`src/rtl/cpu_types_pkg.sv`:
```
`default_nettype none
// ============================================================================
// Module      : cpu_types_pkg
// Description : Shared CPU types for the fetch stage (word type, fetch FSM
//               states, bubble constant, address alignment helper).
// Revision    : 1.0 - initial release
// ============================================================================
package cpu_types_pkg;

    typedef logic [31:0] word_t;

    typedef enum logic [1:0] {
        RUN    = 2'd0,
        PEND   = 2'd1,
        HALTED = 2'd2
    } fetch_state_t;

    localparam word_t c_NOP     = 32'h0000_0000;
    localparam word_t c_PC_STEP = 32'd4;

    // Instruction addresses are word aligned; drop the byte offset.
    function automatic word_t align_word(input word_t addr);
        return {addr[31:2], 2'b00};
    endfunction

endpackage
`default_nettype wire

```
`src/rtl/ifid_latch.sv`:
```
`default_nettype none
// ============================================================================
// Module      : ifid_latch
// Description : IF/ID pipeline register. flush inserts a bubble and wins over
//               en; with neither asserted the contents are held.
// Revision    : 1.0 - initial release
// ============================================================================
module ifid_latch
    import cpu_types_pkg::*;
(
    input  logic  clk,
    input  logic  rst,
    input  logic  en,
    input  logic  flush,
    input  word_t instr,
    input  word_t pc4,
    input  logic  valid,
    output word_t ifid_instr,
    output word_t ifid_pc4,
    output logic  ifid_valid
);

    word_t r_instr;
    word_t r_pc4;
    logic  r_valid;

    always_ff @(posedge clk or posedge rst) begin
        if (rst) begin
            r_instr <= c_NOP;
            r_pc4   <= '0;
            r_valid <= 1'b0;
        end else if (flush) begin
            r_instr <= c_NOP;
            r_pc4   <= '0;
            r_valid <= 1'b0;
        end else if (en) begin
            r_instr <= instr;
            r_pc4   <= pc4;
            r_valid <= valid;
        end
    end

    assign ifid_instr = r_instr;
    assign ifid_pc4   = r_pc4;
    assign ifid_valid = r_valid;

endmodule
`default_nettype wire

```
`src/rtl/fetch_stage.sv`:
```
`default_nettype none
// ============================================================================
// Module      : fetch_stage
// Description : Instruction fetch: PC register, redirect/halt FSM and IF/ID
//               latch. Define FETCH_PERF_EN to add fetch/stall perf counters.
// Revision    : 1.0 - initial release
// ============================================================================
module fetch_stage
    import cpu_types_pkg::*;
#(
    parameter logic [31:0] PC_INIT = 32'h0000_0000
) (
    input  logic        CLK,
    input  logic        RST,
    input  logic        ihit,
    input  logic [31:0] iload,
    output logic        imemREN,
    output logic [31:0] imemaddr,
    input  logic        stall_ifid,
    input  logic        flush_ifid,
    input  logic        redirect_valid,
    input  logic [31:0] redirect_pc,
    input  logic        halt,
    output logic [31:0] ifid_instr,
    output logic [31:0] ifid_pc4,
    output logic        ifid_valid
`ifdef FETCH_PERF_EN
    ,
    output logic [31:0] perf_fetch_cnt,
    output logic [31:0] perf_stall_cnt
`endif
);

    fetch_state_t r_state;
    fetch_state_t w_state_next;
    word_t        r_pc;
    word_t        r_pend_pc;

    word_t w_pc_next;
    word_t w_pend_next;
    word_t w_pc_plus4;
    word_t w_target;
    logic  w_active;
    logic  w_redirect_now;
    logic  w_fetch;
    logic  w_lat_en;
    logic  w_lat_flush;
    word_t w_lat_instr;
    word_t w_lat_pc4;
    logic  w_lat_valid;

    always_ff @(posedge CLK or posedge RST) begin
        if (RST) begin
            r_state   <= RUN;
            r_pc      <= PC_INIT;
            r_pend_pc <= '0;
        end else begin
            r_state   <= w_state_next;
            r_pc      <= w_pc_next;
            r_pend_pc <= w_pend_next;
        end
    end

    // Halt outranks every other request, including a same-cycle redirect.
    always_comb begin
        w_state_next = r_state;
        case (r_state)
            RUN: begin
                if (halt)
                    w_state_next = HALTED;
                else if (redirect_valid && stall_ifid)
                    w_state_next = PEND;
            end
            PEND: begin
                if (halt)
                    w_state_next = HALTED;
                else if (!stall_ifid)
                    w_state_next = RUN;
            end
            HALTED:  w_state_next = HALTED;
            default: w_state_next = RUN;
        endcase
    end

    always_comb begin
        imemREN        = (r_state != HALTED);
        w_active       = (r_state != HALTED) && !halt;
        w_pc_plus4     = r_pc + c_PC_STEP;
        // A live redirect is newer than a buffered one, so it wins.
        w_target       = redirect_valid ? redirect_pc : r_pend_pc;
        w_redirect_now = w_active && !stall_ifid && (redirect_valid || (r_state == PEND));
        w_fetch        = w_active && !stall_ifid && !w_redirect_now && ihit;

        w_pc_next = r_pc;
        if (w_redirect_now)
            w_pc_next = align_word(w_target);
        else if (w_fetch)
            w_pc_next = w_pc_plus4;

        w_pend_next = r_pend_pc;
        if (w_active && stall_ifid && redirect_valid)
            w_pend_next = redirect_pc;

        // When halting, reload the latch with its own contents but drop valid.
        w_lat_flush = w_active && (flush_ifid || (!stall_ifid && !w_fetch));
        w_lat_en    = !w_active || w_fetch;
        w_lat_instr = w_active ? iload      : ifid_instr;
        w_lat_pc4   = w_active ? w_pc_plus4 : ifid_pc4;
        w_lat_valid = w_active;
    end

    assign imemaddr = r_pc;

    ifid_latch u_ifid_latch (
        .clk        (CLK),
        .rst        (RST),
        .en         (w_lat_en),
        .flush      (w_lat_flush),
        .instr      (w_lat_instr),
        .pc4        (w_lat_pc4),
        .valid      (w_lat_valid),
        .ifid_instr (ifid_instr),
        .ifid_pc4   (ifid_pc4),
        .ifid_valid (ifid_valid)
    );

`ifdef FETCH_PERF_EN
    logic [31:0] r_perf_fetch;
    logic [31:0] r_perf_stall;

    always_ff @(posedge CLK or posedge RST) begin
        if (RST) begin
            r_perf_fetch <= '0;
            r_perf_stall <= '0;
        end else begin
            if (w_fetch)
                r_perf_fetch <= r_perf_fetch + 32'd1;
            if ((r_state != HALTED) && (!ihit || stall_ifid))
                r_perf_stall <= r_perf_stall + 32'd1;
        end
    end

    assign perf_fetch_cnt = r_perf_fetch;
    assign perf_stall_cnt = r_perf_stall;
`endif

endmodule
`default_nettype wire

```
`config.mk`:
```
export PLATFORM = sky130hd
export DESIGN_NAME = fetch_stage
export DESIGN_NICKNAME = d
export VERILOG_FILES = /design/src/rtl/cpu_types_pkg.sv /design/src/rtl/ifid_latch.sv /design/src/rtl/fetch_stage.sv
export SDC_FILE = /design/constraint.sdc
export NUM_CORES = 1
export LEC_CHECK = 0
export CAP_MARGIN = 15
export CELL_PAD_IN_SITES_DETAIL_PLACEMENT = 0
export CELL_PAD_IN_SITES_GLOBAL_PLACEMENT = 2
export CORE_AREA = 2 2 185 114
export CTS_CLUSTER_DIAMETER = 60
export DETAILED_ROUTE_END_ITERATION = 8
export DIE_AREA = 0 0 187 116
export PLACE_DENSITY = 0.9
export SYNTH_ARGS = -nofsm -noshare
export SYNTH_HDL_FRONTEND = slang
export SYNTH_SLANG_ARGS = --single-unit
```
`constraint.sdc`:
```
create_clock -name CLK -period 4.61 [get_ports CLK]
set_input_delay 0.461 -clock CLK [delete_from_list [all_inputs] [get_ports CLK]]
set_output_delay 0.461 -clock CLK [all_outputs]
set_load 0.03 [all_outputs]
```
=== Word-level counts from Yosys, hierarchy flattened ===
Index checks and enable logic that the tools add are counted.

* Register bits: 131
* Output and inout port bits: 98

* Add/subtract/negate cells: 1
* Eq/ne operators: 5
* Mux-type cells: 16
* Reduce and logical (&&, ||, !) cells: 24

{| class="wikitable"
|+ Operators with widths
! operator !! count
|-
| 32-bit two-way mux || 9
|-
| 32-bit by 3-bit adder with 32-bit output, second input constant || 1
|-
| 1-bit logical AND || 10
|-
| 2-bit two-way mux || 4
|-
| 3-bit != test, second input constant || 2
|-
| 2-bit case mux with 3 select lines || 1
|-
| 2-bit nonzero test || 3
|-
| 1-bit logical NOT || 5
|-
| 2-bit AND reduction || 2
|-
| 1-bit logical OR || 3
|-
| 2-bit by 1-bit == test with 1-bit output, second input constant || 1
|-
| 2-bit == test, second input constant || 1
|-
| 2-bit logical NOT || 1
|-
| 1-bit two-way mux || 2
|-
| 2-bit != test, second input constant || 1
|}

=== Depth between registers and ports, before layout ===
Gate-level depths: netlist of the first run.

* Depth after elaboration: 13
* Mapped depth: 8
* Gate-level depth less buffers: 6

=== Modules after synthesis ===
From an unflattened synthesis of the first run, not the netlist that was laid out.

* Cell total of the unflattened synthesis: 737
* Area total of the unflattened synthesis: 7009.2 µm²

{| class="wikitable"
|+ By module, submodules not included
! module !! times used !! cells an instance !! area each (µm²)
|-
| fetch_stage || 1 || 527 || 4337.9
|-
| ifid_latch || 1 || 210 || 2671.3
|}

=== Worst setup path after synthesis of the first run ===
OpenSTA, ideal clock, no wires.

* Path kind: reg-to-reg
* Start point: register r_pc[2] (netlist: imemaddr[2])
* End point: register r_pc[22] (netlist: imemaddr[22])
* Setup time: 124 ps
* Data arrival time: 1955 ps
* Data required time: 4486 ps
* Path slack: 2531 ps
* Cell stages (with the launch flop): 7
* Buffers on the path: 0
* Period minus slack after synthesis: 2079 ps
* Cells stage by stage: dfrtp_1 ha_1 nand2_1 nor4_4 nand4_2 a21o_1 a211o_1

* Longest elaborated chain between the ends: 3

{| class="wikitable"
|+ RTL lines
! item !! RTL line !! text
|-
| start: declaration || fetch_stage.sv:36 || <nowiki>word_t r_pc;</nowiki>
|-
| start signal: assignment || fetch_stage.sv:59 || <nowiki>r_pc <= w_pc_next;</nowiki>
|-
| 32-bit by 3-bit adder with 32-bit output || fetch_stage.sv:88 || <nowiki>w_pc_plus4 = r_pc + c_PC_STEP;</nowiki>
|-
| 32-bit two-way mux || fetch_stage.sv:97 || <nowiki>else if (w_fetch)</nowiki>
|-
| 32-bit two-way mux || fetch_stage.sv:95 || <nowiki>if (w_redirect_now)</nowiki>
|}

Every way passes these cells. The select of a mux whose other input is x is not followed.
A chain may end at the register's enable or synchronous reset.

=== Final worst setup path of the first run ===
* Start point: input stall_ifid
* End point: register r_pc[17] (netlist: imemaddr[17])

* Longest elaborated chain between the ends: 7
* Elaborated cells between the ends (all ways): 8
* Classes of those cells: mux (1); reduce/logical (7)

{| class="wikitable"
|+ RTL lines
! item !! RTL line !! text
|-
| start: declaration || fetch_stage.sv:19 || <nowiki>input logic stall_ifid,</nowiki>
|-
| 1-bit logical NOT (*) || fetch_stage.sv:91, fetch_stage.sv:92 ||
|-
| 1-bit logical AND (*) || fetch_stage.sv:91, fetch_stage.sv:92 ||
|-
| 1-bit logical AND || fetch_stage.sv:91 || <nowiki>w_redirect_now = w_active && !stall_ifid && (redirect_valid || (r_state == PEND));</nowiki>
|-
| 1-bit logical NOT || fetch_stage.sv:92 || <nowiki>w_fetch = w_active && !stall_ifid && !w_redirect_now && ihit;</nowiki>
|-
| 1-bit logical AND (2 in series) || fetch_stage.sv:92 ||
|-
| 2-bit nonzero test (no source line) || n/a ||
|}

Every way passes the cells marked *; elsewhere a longest branch is shown, timed or not.

==> results of run 1 <==
worst max-delay path, cell delays in order:
cell and delay, ns:
clkdlybuf4s50_1 0.51, nor4b_2 0.38, and3_2 0.59, buf_4 0.50, nand4_1 0.17, xor2_1 0.20
a21oi_1 0.08
registers in the layout (all words and copies together), names as in the netlist:
name,cells
u_ifid_latch.ifid_instr,32
u_ifid_latch.ifid_pc4,31
imemaddr,30
r_pend_pc,30
r_state,2
u_ifid_latch.ifid_valid,1
area by class of cell:
class                   count  area share (%)
flip-flops and latches    126            37.6
diodes                      6           0.179
well taps                 273            4.07
repair buffers            173            20.4
clock inverters            11            1.40
inverters                   6           0.298
clock buffers              20            5.44
multi-input cells         354            30.6
through the flow:
stage	cells	setup slack [ns]	hold slack, ns	total power [mW]
3_3_place_gp	931	1.48	0.454	4.02
4_1_cts	962	1.81	0.476	5.41
5_1_grt	963	1.65	0.509	5.67
6_report	969	1.96	0.483	5.37
2_1_floorplan	524	0.793	0.439	3.16
3_5_place_dp	931	1.37	0.469	4.08
cell usage after synthesis (all sizes together) (9+ instances only):
master | n | area share [%]
dfrtp | 126 | 53
nor2 | 46 | 2.9
mux2 | 41 | 7.8
a211oi | 35 | 4.4
a22o | 33 | 4.9
nand2 | 30 | 1.9
buf | 23 | 2.3
xor2 | 20 | 3.0
nand3 | 18 | 1.8
a21oi | 17 | 1.4
clkbuf | 15 | 0.95
xnor2 | 13 | 1.9
mux2i | 12 | 2.0
o21ai | 10 | 0.85
nand4 | 9 | 1.3
nor2b | 9 | 0.95
cell families after synthesis:
logic type / after synthesis
AND/OR/NAND/NOR: 139
AO/OA/AOI/OAI: 126
flip-flops: 126
multiplexers: 53
buffers and inverters: 44
XOR/XNOR: 33
adder cells (fa/ha/maj): 1
other: 1
where the power goes:
part,internal (mW),switching (mW)
clock,0.817,0.494
sequential,1.52,0.407
combinational,0.975,1.16
worst paths after layout:
path	startpoint	endpoint	slack (ns)	cells past startpoint
worst min-delay path	r_state[1]	r_state[0]	0.48	1
max in group asynchronous	RST	u_ifid_latch.ifid_instr[26]	3.03	3
worst max-delay path	stall_ifid	imemaddr[17]	1.96	7
worst max register to register	imemaddr[2]	imemaddr[21]	2.00	5
min in group asynchronous	RST	u_ifid_latch.ifid_pc4[28]	0.58	2
worst min register to register	r_state[1]	r_state[0]	0.48	1
metal layers:
layer	up-vias	track usage, %	wire (um)
met5	-	0	27
met1	2294	21.9	7990
met2	173	22.2	6760
li1	2228	-	-
met3	20	7.39	1670
met4	6	3.97	151
==> impl_metrics.env, run 1 <==
export IMPL_ys_seq_elements=126
export IMPL_start_kind="input port"
export IMPL_rsz0062_at_grt="false"
export IMPL_cts_sinks=126
export IMPL_path_class="in -> reg"
export IMPL_p_leak_nw=3.45
export IMPL_crit_path_end_kind="flip-flop"
export IMPL_clk_latency_ns=0.42
export IMPL_synthArstFlopShare_pct=100
export IMPL_die_x_um=187
export IMPL_seq_area_frac_synth_pct=53.3
export IMPL_place_hpwl_um=12000
export IMPL_synth_compound_area_share_pct=15.9
export IMPL_drc=0
export IMPL_grt_pass1_wl_um=26400
export IMPL_rows=40
export IMPL_maxSlewHeadroom_pct=27.7
export IMPL_clk_pin_slew_ns=0.05
export IMPL_pin_count=169
export IMPL_seqCellArea_um2=3150
export IMPL_cts_htree_levels=4
export IMPL_wl_um=16600
export IMPL_tns_ns=0
export IMPL_ant_nets=0
export IMPL_finalHoldViolCount=0
export IMPL_cap_violations=0
export IMPL_critPathArrivalTime_ns=2.90
export IMPL_clock_path_buffers=2
export IMPL_synth_xor_area_share_pct=4.89
export IMPL_syn_cell_area_um2=5910
export IMPL_n_fill_cell=1888
export IMPL_skew_ns=0.0115
export IMPL_final_nets=750
export IMPL_synth_avg_cell_area_um2=11.3
export IMPL_drtIter0Drc=311
export IMPL_drt_first_pass_iters=4
export IMPL_antenna_found_initial=9
export IMPL_synth_fa_ha_area_share_pct=0.212
export IMPL_multi_input_area_um2=2570
export IMPL_vias_per_cell=4.87
export IMPL_dpl_cell_area_um2=7780
export IMPL_ir_worst_vdd_mv=0.257
export IMPL_fp_coreArea_um2=19900
export IMPL_gp_routability_congestion=0.810
export IMPL_layout_common_cells="clkdlybuf4s50_1, dfrtp_1, nor2_1"
export IMPL_fp_dieArea_um2=21700
export IMPL_ctsResizeCount=0
export IMPL_grt_remaining_overflow=0
export IMPL_drive_above_1_share_pct=13.9
export IMPL_postCtsSetupBuffers=0
export IMPL_cts_tree="built"
export IMPL_layout_commonest_cell="clkdlybuf4s50_1"
export IMPL_stdcell_area_um2=8390
export IMPL_ys_types=48
export IMPL_synth_area_mux_share_pct=9.84
export IMPL_cp_required_ns=4.86
export IMPL_start_util_pct=29.8
export IMPL_wl_per_cell_um=17.1
export IMPL_synth_ff_type="dfrtp_1"
export IMPL_power_density_nw_per_um2=640
export IMPL_synth_warnings=0
export IMPL_cts_hold_buf=0
export IMPL_synth_edf_count=0
export IMPL_die_h_um=116
export IMPL_synthSimpleGateAreaFrac_pct=12.2
export IMPL_setup_violations=0
export IMPL_postSynthCellCount=523
export IMPL_grt_max_degree=68
export IMPL_portBuffers=164
export IMPL_report_final_slew_viol_count=0
export IMPL_hold_class="reg -> reg"
export IMPL_min_period_over_period_pct=57.4
export IMPL_num_vias=4721
export IMPL_period_needed_ns=2.65
export IMPL_critPathMaxFanout=50
export IMPL_track_usage_pct=15.8
export IMPL_area_growth_pct=41.8
export IMPL_max_freq_mhz=378
export IMPL_final_util_pct=42.2
export IMPL_worstMarginPinSlew_ns=1.08
export IMPL_clockRootBuffer="clkbuf_16"
export IMPL_grt_pass1_vias=4629
export IMPL_cts_made_buffers=17
export IMPL_synth_top_family_by_area="compound AO/OA/AOI/OAI gates"
export IMPL_outcome="complete, no violations"
No activity file was read; power rests on OpenSTA's default activity.
==> inputs of run 2 (changes only) <==
clock period = 2.5 ns   (was 4.61 ns; I/O delays follow)
==> run 2 against run 1 <==
Via count decreased by 0.76%. Register-to-register slack worse by 1.7 ns. Setup slack worse by 1.6 ns. Clock-buffer cell count down 2. Clock skew fell by 0.0027 ns. Non-clock buffer count increased by 7.
==> impl_metrics.env, run 2 (synthesis results as in run 1) <==
export IMPL_pwr_share_seq_pct=34.7
export IMPL_rsz0062_at_grt="false"
export IMPL_die_x_um=187
export IMPL_wl_per_cell_um=17.0
export IMPL_r2r_start="imemaddr[2]"
export IMPL_ir_worst_vdd_mv=0.499
export IMPL_clkPwrFrac_pct=26.1
export IMPL_power_density_nw_per_um2=1190
export IMPL_worstMarginPinSlew_ns=0.740
export IMPL_portBuffers=164
export IMPL_gp_routability_congestion=0.794
export IMPL_p_leak_nw=3.53
export IMPL_min_period_over_period_pct=86.5
export IMPL_path_class="reg -> reg"
export IMPL_antenna_found_initial=7
export IMPL_critPathArrivalTime_ns=2.46
export IMPL_skew_ns=0.00881
export IMPL_outcome="complete, no violations"
export IMPL_r2r_end="imemaddr[22]"
export IMPL_final_util_pct=43.0
export IMPL_drt_first_pass_iters=4
export IMPL_path_cells="ha_1, nand2_1, nor4_4, nand4_2, a21o_1, a211o_1"
export IMPL_cts_sinks=126
export IMPL_grt_pass1_vias=4713
export IMPL_p_int_mw=6.33
export IMPL_clockRootBuffer="clkbuf_16"
export IMPL_clk_pin_slew_ns=0.06
export IMPL_cts_made_buffers=17
export IMPL_slowest_stage="dfrtp_1"
export IMPL_num_vias=4685
export IMPL_layout_commonest_cell="clkdlybuf4s50_1"
export IMPL_grt_remaining_overflow=0
export IMPL_seqCellArea_um2=3150
export IMPL_grt_pass1_wl_um=26300
export IMPL_maxSlewHeadroom_pct=50.7
export IMPL_wl_um=16600
export IMPL_fp_dieArea_um2=21700
export IMPL_vias_per_cell=4.81
export IMPL_ant_nets=0
export IMPL_layout_common_cells="clkdlybuf4s50_1, dfrtp_1, nor2_1"
export IMPL_max_freq_mhz=462
export IMPL_drtIter0Drc=294
export IMPL_cts_hold_buf=0
export IMPL_rows=40
export IMPL_ff2ff_setup_slack_ns=0.34
export IMPL_period_needed_ns=2.16
export IMPL_drive_above_1_share_pct=15.0
export IMPL_cap_violations=0
export IMPL_crit_path_end_kind="flip-flop"
export IMPL_area_growth_pct=44.5
export IMPL_fp_coreArea_um2=19900
export IMPL_multi_input_area_um2=2570
export IMPL_startpoint="imemaddr[2]"
export IMPL_largest_reg_flops=32
export IMPL_place_hpwl_um=12200
export IMPL_track_usage_pct=15.8
export IMPL_start_kind="flip-flop"
export IMPL_report_final_slew_viol_count=0
export IMPL_critPathMaxStageDelay_ns=0.50
export IMPL_pin_count=169
export IMPL_hold_class="in -> async"
export IMPL_clock_path_buffers=2
export IMPL_cts_tree="built"
export IMPL_cts_htree_levels=4
export IMPL_ctsResizeCount=0
export IMPL_final_nets=757
export IMPL_reg2reg_depth=6
export IMPL_postCtsSetupBuffers=0
export IMPL_clk_latency_ns=0.41
export IMPL_grt_max_degree=76
export IMPL_critPathMaxFanout=7
export IMPL_combinationalPowerShare_pct=39.2
export IMPL_setup_violations=0
export IMPL_die_h_um=116
export IMPL_tns_ns=0
export IMPL_start_util_pct=29.8
export IMPL_n_fill_cell=1876
export IMPL_drc=0
export IMPL_netSwitchingFraction_pct=37.9
export IMPL_finalHoldViolCount=0
export IMPL_cp_required_ns=2.79
export IMPL_p_switching_mw=3.87
-- run 2: worst max path at each step --
| stage | endpoint | slack [ns] | depth (start not counted) |
|---|---|---|---|
| final | imemaddr[22] | 0.34 | 6 |
| after detailed placement | imemaddr[29] | 0.16 | 7 |
| after floorplan | imemaddr[22] | 0.42 | 6 |
| after global routing | u_ifid_latch.ifid_pc4[30] | 0.16 | 6 |
| after global placement | imemaddr[26] | 0.23 | 7 |
| after CTS | imemaddr[22] | 0.31 | 6 |
-- run 2: per-layer routing --
layer  track usage (%)  routed length (um)
met1              21.8                8060
met2              22.6                6940
met3              6.75                1370
met4              4.23                 152
met5                 0                  36
-- run 2: area by class of cell --
cell class	instances	share of cell area [%]
diodes	3	0.0878
clock buffers	18	5.14
clock inverters	14	2.23
inverters	6	0.307
multi-input cells	354	30.1
flip-flops and latches	126	36.9
well taps	273	4.00
repair buffers	180	21.3
-- run 2: power by group through the flow --
stage	logic (mW)	registers, mW	clock network [mW]
detailed placement	4.02	3.56	0
CTS	4.04	3.53	2.72
floorplan	1.41	4.43	0
global placement	3.96	3.51	0
finish	4.00	3.53	2.66
global route	4.27	3.65	2.81
-- run 2: per-stage QoR --
step / setup slack [ns] / hold WS [ns] / cell area [um^2] / instances / power [mW]
after CTS: 0.313 / 0.173 / 8540 / 971 / 10.3
after detailed placement: 0.161 / 0.479 / 7910 / 939 / 7.58
after floorplan: 0.421 / 0.313 / 5920 / 524 / 5.84
final: 0.338 / 0.184 / 8550 / 974 / 10.2
after global routing: 0.162 / 0.185 / 8540 / 971 / 10.7
after global placement: 0.227 / 0.454 / 7910 / 939 / 7.47
-- run 2: critical path, delay by kind of cell, from the launching register on --
family	cells	cell delay (ns)
AND/OR/NAND/NOR	3	0.78
flip-flops	1	0.50
AO/OA/AOI/OAI	2	0.49
adder cells (fa/ha/maj)	1	0.27
==> inputs of run 3 (changes only) <==
RECOVER_POWER = 25   (was unset)
==> run 3 against run 2 <==
Sequential power is essentially flat. Clock power barely moved. First-iteration DRC count is 14% lower. Via count fell by 0.15%.
==> impl_metrics.env, run 3 (synthesis results as in run 1) <==
export IMPL_outcome="complete, no violations"
export IMPL_grt_pass1_wl_um=26300
export IMPL_cp_required_ns=2.80
export IMPL_slowest_stage="dfrtp_1"
export IMPL_cts_made_buffers=17
export IMPL_routed_top_layer="met5"
export IMPL_drtIter0Drc=253
export IMPL_worstMarginPinSlew_ns=1.35
export IMPL_clk_latency_ns=0.42
export IMPL_skew_ns=0.00947
export IMPL_cap_violations=0
export IMPL_vias_per_cell=4.80
export IMPL_wl_um=16600
export IMPL_start_kind="flip-flop"
export IMPL_rsz0062_at_grt="false"
export IMPL_hp_start="redirect_valid"
export IMPL_grt_remaining_overflow=0
export IMPL_maxSlewHeadroom_pct=10.1
export IMPL_total_power_mw=10.2
export IMPL_n_fill_cell=1882
export IMPL_die_h_um=116
export IMPL_max_freq_mhz=462
export IMPL_ant_nets=0
export IMPL_cts_hold_buf=0
export IMPL_cts_htree_levels=4
export IMPL_power_density_nw_per_um2=1200
export IMPL_pin_count=169
export IMPL_drt_met1_wl_um=7970
export IMPL_grt_max_degree=76
export IMPL_startpoint="imemaddr[2]"
export IMPL_cts_sinks=126
export IMPL_die_x_um=187
export IMPL_wl_per_cell_um=17.0
export IMPL_min_period_over_period_pct=86.5
export IMPL_path_cells="ha_1, nand2_1, nor4_4, nand4_2, a21o_1, a211o_1"
export IMPL_crit_path_end_kind="flip-flop"
export IMPL_report_final_slew_viol_count=0
export IMPL_gp_routability_congestion=0.794
export IMPL_clockRootBuffer="clkbuf_16"
export IMPL_layout_commonest_cell="clkdlybuf4s50_1"
export IMPL_final_nets=757
export IMPL_critPathMaxFanout=7
export IMPL_rows=40
export IMPL_start_util_pct=29.8
export IMPL_track_usage_pct=15.8
export IMPL_dpl_worst_slack_ns=0.161
export IMPL_largest_reg_flops=32
export IMPL_antenna_found_initial=7
export IMPL_clk_pin_slew_ns=0.06
export IMPL_num_vias=4678
export IMPL_ctsResizeCount=0
export IMPL_ir_worst_vdd_mv=0.505
export IMPL_drive_above_1_share_pct=14.9
export IMPL_layout_common_cells="clkdlybuf4s50_1, dfrtp_1, nor2_1"
export IMPL_grt_pass1_vias=4713
export IMPL_critPathMaxStageDelay_ns=0.51
export IMPL_wl_met3_um=1480
export IMPL_portBuffers=164
export IMPL_critPathArrivalTime_ns=2.46
export IMPL_finalWorstSetupSlack_ns=0.337
export IMPL_setup_violations=0
export IMPL_finalHoldViolCount=0
export IMPL_fp_dieArea_um2=21700
export IMPL_cts_tree="built"
export IMPL_p_leak_nw=3.51
export IMPL_drt_first_pass_iters=4
export IMPL_path_class="reg -> reg"
export IMPL_hold_class="in -> reg"
export IMPL_drc=0
export IMPL_place_hpwl_um=12200
export IMPL_r2r_start="imemaddr[2]"
export IMPL_routed_wl_met2_um=6990
export IMPL_fp_coreArea_um2=19900
export IMPL_period_needed_ns=2.16
export IMPL_clock_path_buffers=2
export IMPL_tns_ns=0
export IMPL_area_growth_pct=43.9
export IMPL_postCtsSetupBuffers=0
run 3: power by group:
part	switching, mW	internal [mW]
clock network	0.968	1.70
logic	2.18	1.82
registers	0.723	2.81
total	3.87	6.32
run 3: routing by layer:
metal  track usage [%]  vias up
met3              6.75       17
li1                  -     2238
met2              22.6      146
met4              4.23        6
met5                 0        -
met1              21.8     2271
run 3: worst max-delay path, delay by kind of cell, from the launching register on:
kind / cells / cell delay [ns]
AOI/OAI and AO/OA: 2 / 0.49
adders and majority gates: 1 / 0.28
DFF: 1 / 0.51
and+or+nand+nor: 3 / 0.76
run 3: through the flow:
| stage | std cells | hold slack [ns] | util [%] | area [um^2] |
|---|---|---|---|---|
| global placement | 939 | 0.454 | 39.8 | 7910 |
| CTS | 971 | 0.173 | 43.0 | 8540 |
| floorplan | 524 | 0.313 | - | 5920 |
| detailed placement | 939 | 0.479 | 39.8 | 7910 |
| finish | 974 | 0.271 | 42.8 | 8510 |
| global route | 971 | 0.279 | 42.8 | 8500 |
run 3: path summary, 6_finish.rpt:
path                                        endpoint  slack [ns]  cells past startpoint
setup / recovery                        imemaddr[22]        0.34                      6
hold / removal                            r_state[0]        0.27                      3
setup reg to reg                        imemaddr[22]        0.34                      6
hold reg to reg                           r_state[0]        0.48                      1
max in group asynchronous              r_pend_pc[12]        0.47                      3
min in group asynchronous  u_ifid_latch.ifid_pc4[29]        0.34                      2
run 3: cell type report:
type                            count  area, um^2  area share (%)
Tap cell                          273         342            4.01
Inverter                            6        23.8           0.279
Clock inverter                     14         190            2.23
Timing Repair Buffer              180        1790            21.0
Multi-Input combinational cell    354        2570            30.2
Sequential cell                   126        3150            37.1
Clock buffer                       18         439            5.16
Antenna cell                        3        7.51          0.0882
==> RTL edit 1: new RTL, settings of run 1 <==
The option `FETCH_PERF_EN` is turned on by a define.
--- a/src/rtl/fetch_stage.sv
+++ b/src/rtl/fetch_stage.sv
@@ -5,6 +5,8 @@
 //               latch. Define FETCH_PERF_EN to add fetch/stall perf counters.
 // Revision    : 1.0 - initial release
 // ============================================================================
+`define FETCH_PERF_EN
+
 module fetch_stage
     import cpu_types_pkg::*;
 #(
Behaviour (old outputs only; new: perf_fetch_cnt and perf_stall_cnt): unchanged (Yosys induction, for registers that start in step).
==> RTL edit 1 against run 1 <==
Total power increased by 9.7%; largest cell class unchanged; sequential cell count increased by 64; wire length increased by 50%; area after synthesis increased by 47%; largest power group is now sequential cells; core utilization increased by 17 points; clock power increased by 9%; final area increased by 41%; setup slack got worse by 0.33 ns; critical path type unchanged.
==> RTL edit 1: results (changes against run 1) <==
{| class="wikitable"
! Metric !! Value
|-
| Arrival time at the worst endpoint || 3.29 ns (was 2.90 ns)
|-
| Most area-consuming cells after synthesis || sky130_fd_sc_hd__dfrtp_1 (55%), sky130_fd_sc_hd__xnor2_1 (6.8%), sky130_fd_sc_hd__mux2_2 (4.4%), sky130_fd_sc_hd__a22o_1 (3.4%), sky130_fd_sc_hd__nand2_1 (3.1%) (was sky130_fd_sc_hd__dfrtp_1 (53%), sky130_fd_sc_hd__mux2_2 (7.8%), sky130_fd_sc_hd__a22o_1 (4.9%), sky130_fd_sc_hd__a211oi_1 (4.4%), sky130_fd_sc_hd__xor2_1 (3.0%))
|-
| Initial antenna violation count || 0 (was 9)
|-
| Number of warnings issued by yosys || 0 (unchanged)
|-
| Setup clock skew after layout || 0.00790 ns (was 0.0115 ns)
|-
| P_int || 3.73 mW (was 3.32 mW)
|-
| Complex-gate fraction of the synthesized area || 11.2% (was 15.9%)
|-
| Port-buffer cells || 228 (was 164)
|-
| Hold WC Path Type || reg -> reg (unchanged)
|-
| Share of the synthesized netlist area taken by xor and xnor gates || 9.44% (was 4.89%)
|-
| Highest fanout seen on the critical path || 19 (was 50)
|-
| First-pass GRT wire length || 39.7 mm (was 26.4 mm)
|-
| Diodes inserted || 0 (was 6)
|-
| Routed vias/inst || 5.43 (was 4.87)
|-
| Largest net degree at the start of global routing || 88 (was 68)
|-
| Clock insertion delay at the later pin of the skew report || 0.44 ns (was 0.42 ns)
|-
| Count of unique library cells instantiated by Yosys || 50 (was 48)
|-
| Number of global-route vias before repair || 7068 (was 4629)
|-
| Remaining max-slew budget at the tightest pin || 32.2% (was 27.7%)
|-
| Adder-cell share of the synthesized area || 0.430% (was 0.212%)
|-
| Maximum resistive drop on vdd || 0.303 mV (was 0.257 mV)
|-
| List of most frequent post-synthesis cells || sky130_fd_sc_hd__dfrtp_1 (190), sky130_fd_sc_hd__nand2_1 (73), sky130_fd_sc_hd__xnor2_1 (68) (was sky130_fd_sc_hd__dfrtp_1 (126), sky130_fd_sc_hd__nor2_1 (46), sky130_fd_sc_hd__mux2_2 (41))
|-
| Number of placed instances, taps included || 1256 (was 931)
|-
| Outcome || finished, final reports clean (unchanged)
|-
| Clock-pin slew reported for the worst setup and hold paths after clock tree synthesis || 0.07 ns (was 0.05 ns)
|-
| Cell Area, Placed || 11300 µm² (was 7780 µm²)
|-
| Mean instance size in the synthesized netlist || 11.2 µm² (was 11.3 µm²)
|-
| Vias after detailed routing || 6994 (was 4721)
|-
| Nets || 1076 (was 750)
|-
| Drt wl/cell || 19.3 µm (was 17.1 µm)
|-
| Global routing usage summed across all routing layers || 23.7% (was 15.8%)
|-
| Number of filler instances in the final layout || 1677 (was 1888)
|-
| Half-perimeter wire length after placement || 17.9 mm (was 12.0 mm)
|}
## RTL edit 1: area by class of cell
type,count,area (µm²),share of cell area [%]
Clock buffer,21,470,3.97
Clock inverter,10,90.1,0.759
Inverter,16,63.8,0.538
Multi-Input combinational cell,535,3740,31.5
Sequential cell,190,4750,40.1
Tap cell,273,342,2.88
Timing Repair Buffer,242,2410,20.3
## RTL edit 1: power by group through the flow
| stage | sequential, mW | combinational (mW) | clock, mW |
|---|---|---|---|
| floorplan | 2.86 | 0.755 | 0 |
| global placement | 2.45 | 1.98 | 0 |
| detailed placement | 2.48 | 2.02 | 0 |
| CTS | 2.46 | 2.02 | 1.47 |
| global route | 2.52 | 2.14 | 1.53 |
| finish | 2.46 | 2.00 | 1.43 |
## RTL edit 1: worst max-delay path: stages
cell and delay, ns:
sky130_fd_sc_hd__clkdlybuf4s50_1 0.56, sky130_fd_sc_hd__nor4b_1 0.59, sky130_fd_sc_hd__nand2_1 0.63, sky130_fd_sc_hd__nand2_1 0.52, sky130_fd_sc_hd__o21ai_0 0.15, sky130_fd_sc_hd__a221o_1 0.37
## RTL edit 1: worst paths after layout
path / startpoint / endpoint / slack (ns) / depth (start not counted)
hold / removal: perf_stall_cnt[31]$_DFFE_PP0P_ / perf_stall_cnt[31]$_DFFE_PP0P_ / 0.47 / 1
setup / recovery: stall_ifid / imemaddr[20]$_DFFE_PP0P_ / 1.64 / 6
setup reg to reg: imemaddr[2]$_DFFE_PP0P_ / imemaddr[20]$_DFFE_PP0P_ / 1.78 / 7
min in group asynchronous: RST / perf_stall_cnt[5]$_DFFE_PP0P_ / 0.54 / 2
hold reg to reg: perf_stall_cnt[31]$_DFFE_PP0P_ / perf_stall_cnt[31]$_DFFE_PP0P_ / 0.47 / 1
max in group asynchronous: RST / imemaddr[31]$_DFFE_PP0P_ / 3.12 / 3
## RTL edit 1: routing by layer
metal	up-vias	track usage, %	routed length (µm)
li1	3226	-	-
met1	3504	35.1	12400
met2	235	34.1	10500
met3	29	6.15	1610
met4	0	6.98	384
met5	-	0	0
## RTL edit 1: cell families after synthesis
family,Yosys count
other,1
XOR/XNOR,94
multiplexers,55
buffers and inverters,58
AND/OR/NAND/NOR,242
adder cells (fa/ha/maj),3
AO/OA/AOI/OAI,139
flip-flops,190
==> RTL edit 2: new RTL, flow settings as in run 1 <==
Without the edit above. The 3 states of `fetch_state_t` get a one-hot encoding in 3 bits.
--- a/src/rtl/cpu_types_pkg.sv
+++ b/src/rtl/cpu_types_pkg.sv
@@ -9,10 +9,10 @@
 
     typedef logic [31:0] word_t;
 
-    typedef enum logic [1:0] {
-        RUN    = 2'd0,
-        PEND   = 2'd1,
-        HALTED = 2'd2
+    typedef enum logic [2:0] {
+        RUN    = 3'b001,
+        PEND   = 3'b010,
+        HALTED = 3'b100
     } fetch_state_t;
 
     localparam word_t c_NOP     = 32'h0000_0000;
Formal check against the unedited RTL: no difference found for any inputs over 4 cycles, from zero or initial values and one cycle with RST high; so few cycles prove little.
==> RTL edit 2 against run 1 <==
Register-to-register slack better by 0.10 ns; setup slack worse by 0.011 ns; total power is 10% lower; combinational power is 17% lower; core utilization is 1.5 points higher; critical path depth is 1 lower; final area is 3.5% higher; area after synthesis is 5.2% higher; wire length is 14% higher; sequential cell count is 1 higher; final cell count is 3.3% higher; critical endpoint is now u_ifid_latch.ifid_pc4[8]$_DFFE_PP0P_; largest cell class unchanged.
==> RTL edit 2: results (changes against run 1) <==
{| class="wikitable"
! Metric !! Value
|-
| Iteration-0 DRC count of the detailed router || 415 (was 311)
|-
| Count of unique library cells instantiated by Yosys || 57 (was 48)
|-
| Endpoint of the lowest-slack register-to-register path || imemaddr[26]$_DFFE_PP0P_ (was imemaddr[21]$_DFFE_PP0P_)
|-
| Highest fanout seen on the critical path || 46 (was 50)
|-
| Maximum resistive drop on vdd || 0.236 mV (was 0.257 mV)
|-
| Final worst-path setup slack || 1.95 ns (was 1.96 ns)
|-
| Nets || 787 (was 750)
|-
| Setup slack of the worst register-to-register path || 2.10 ns (was 2.00 ns)
|-
| First-pass GRT wire length || 29.4 mm (was 26.4 mm)
|-
| Half-perimeter wire length after placement || 13.9 mm (was 12.0 mm)
|-
| Non-filler instance count after layout || 1001 (was 969)
|-
| Proportion of layout cells with a drive suffix above 1 || 13.3% (was 13.9%)
|-
| Highest cell delay on the worst timing path || 0.88 ns (was 0.59 ns)
|-
| Switching portion of total power || 38.1% (was 38.3%)
|-
| Initial antenna violation count || 1 (was 9)
|-
| Post-place setup slack || 1.54 ns (was 1.37 ns)
|-
| Share of the synthesized netlist area taken by xor and xnor gates || 4.22% (was 4.89%)
|-
| Global routing usage summed across all routing layers || 17.8% (was 15.8%)
|-
| Outcome || finished, final reports clean (unchanged)
|-
| Complex-gate fraction of the synthesized area || 16.6% (was 15.9%)
|-
| Largest net degree at the start of global routing || 69 (was 68)
|-
| Hold_sp || r_pend_pc[19]$_DFFE_PP0P_ (was r_state[1]$_DFFE_PP0P_)
|-
| Diodes inserted || 0 (was 6)
|-
| First drt pass iteration count || 5 (was 4)
|-
| Arrival time at the worst endpoint || 2.97 ns (was 2.90 ns)
|-
| Setup clock skew after layout || 0.00820 ns (was 0.0115 ns)
|}
## RTL edit 2: cell types whose count changed in the layout (fill, tap and decap cells not counted), moves of 8 or more
cell and delta:
sky130_fd_sc_hd__nor2_1 +12, sky130_fd_sc_hd__a211oi_1 -11, sky130_fd_sc_hd__mux2i_1 +11, sky130_fd_sc_hd__nand3_1 -8, sky130_fd_sc_hd__xor2_1 -9
## RTL edit 2: metal layers
layer	GRT usage [%]	share of wire, %	vias to the layer above	wire (µm)
li1	-	-	2369	-
met1	27.2	51	2498	9730
met2	23.8	40	182	7620
met3	5.97	7.5	9	1430
met4	4.13	0.80	0	152
met5	0	0	-	0
## RTL edit 2: cell type report
class / count / area [µm²]
clock buffers: 21 / 460
clock inverters: 11 / 114
fillers: 1887 / 11200
inverters: 10 / 40.0
multi-input cells: 386 / 2840
flip-flops and latches: 127 / 3180
well taps: 273 / 342
repair buffers: 173 / 1700
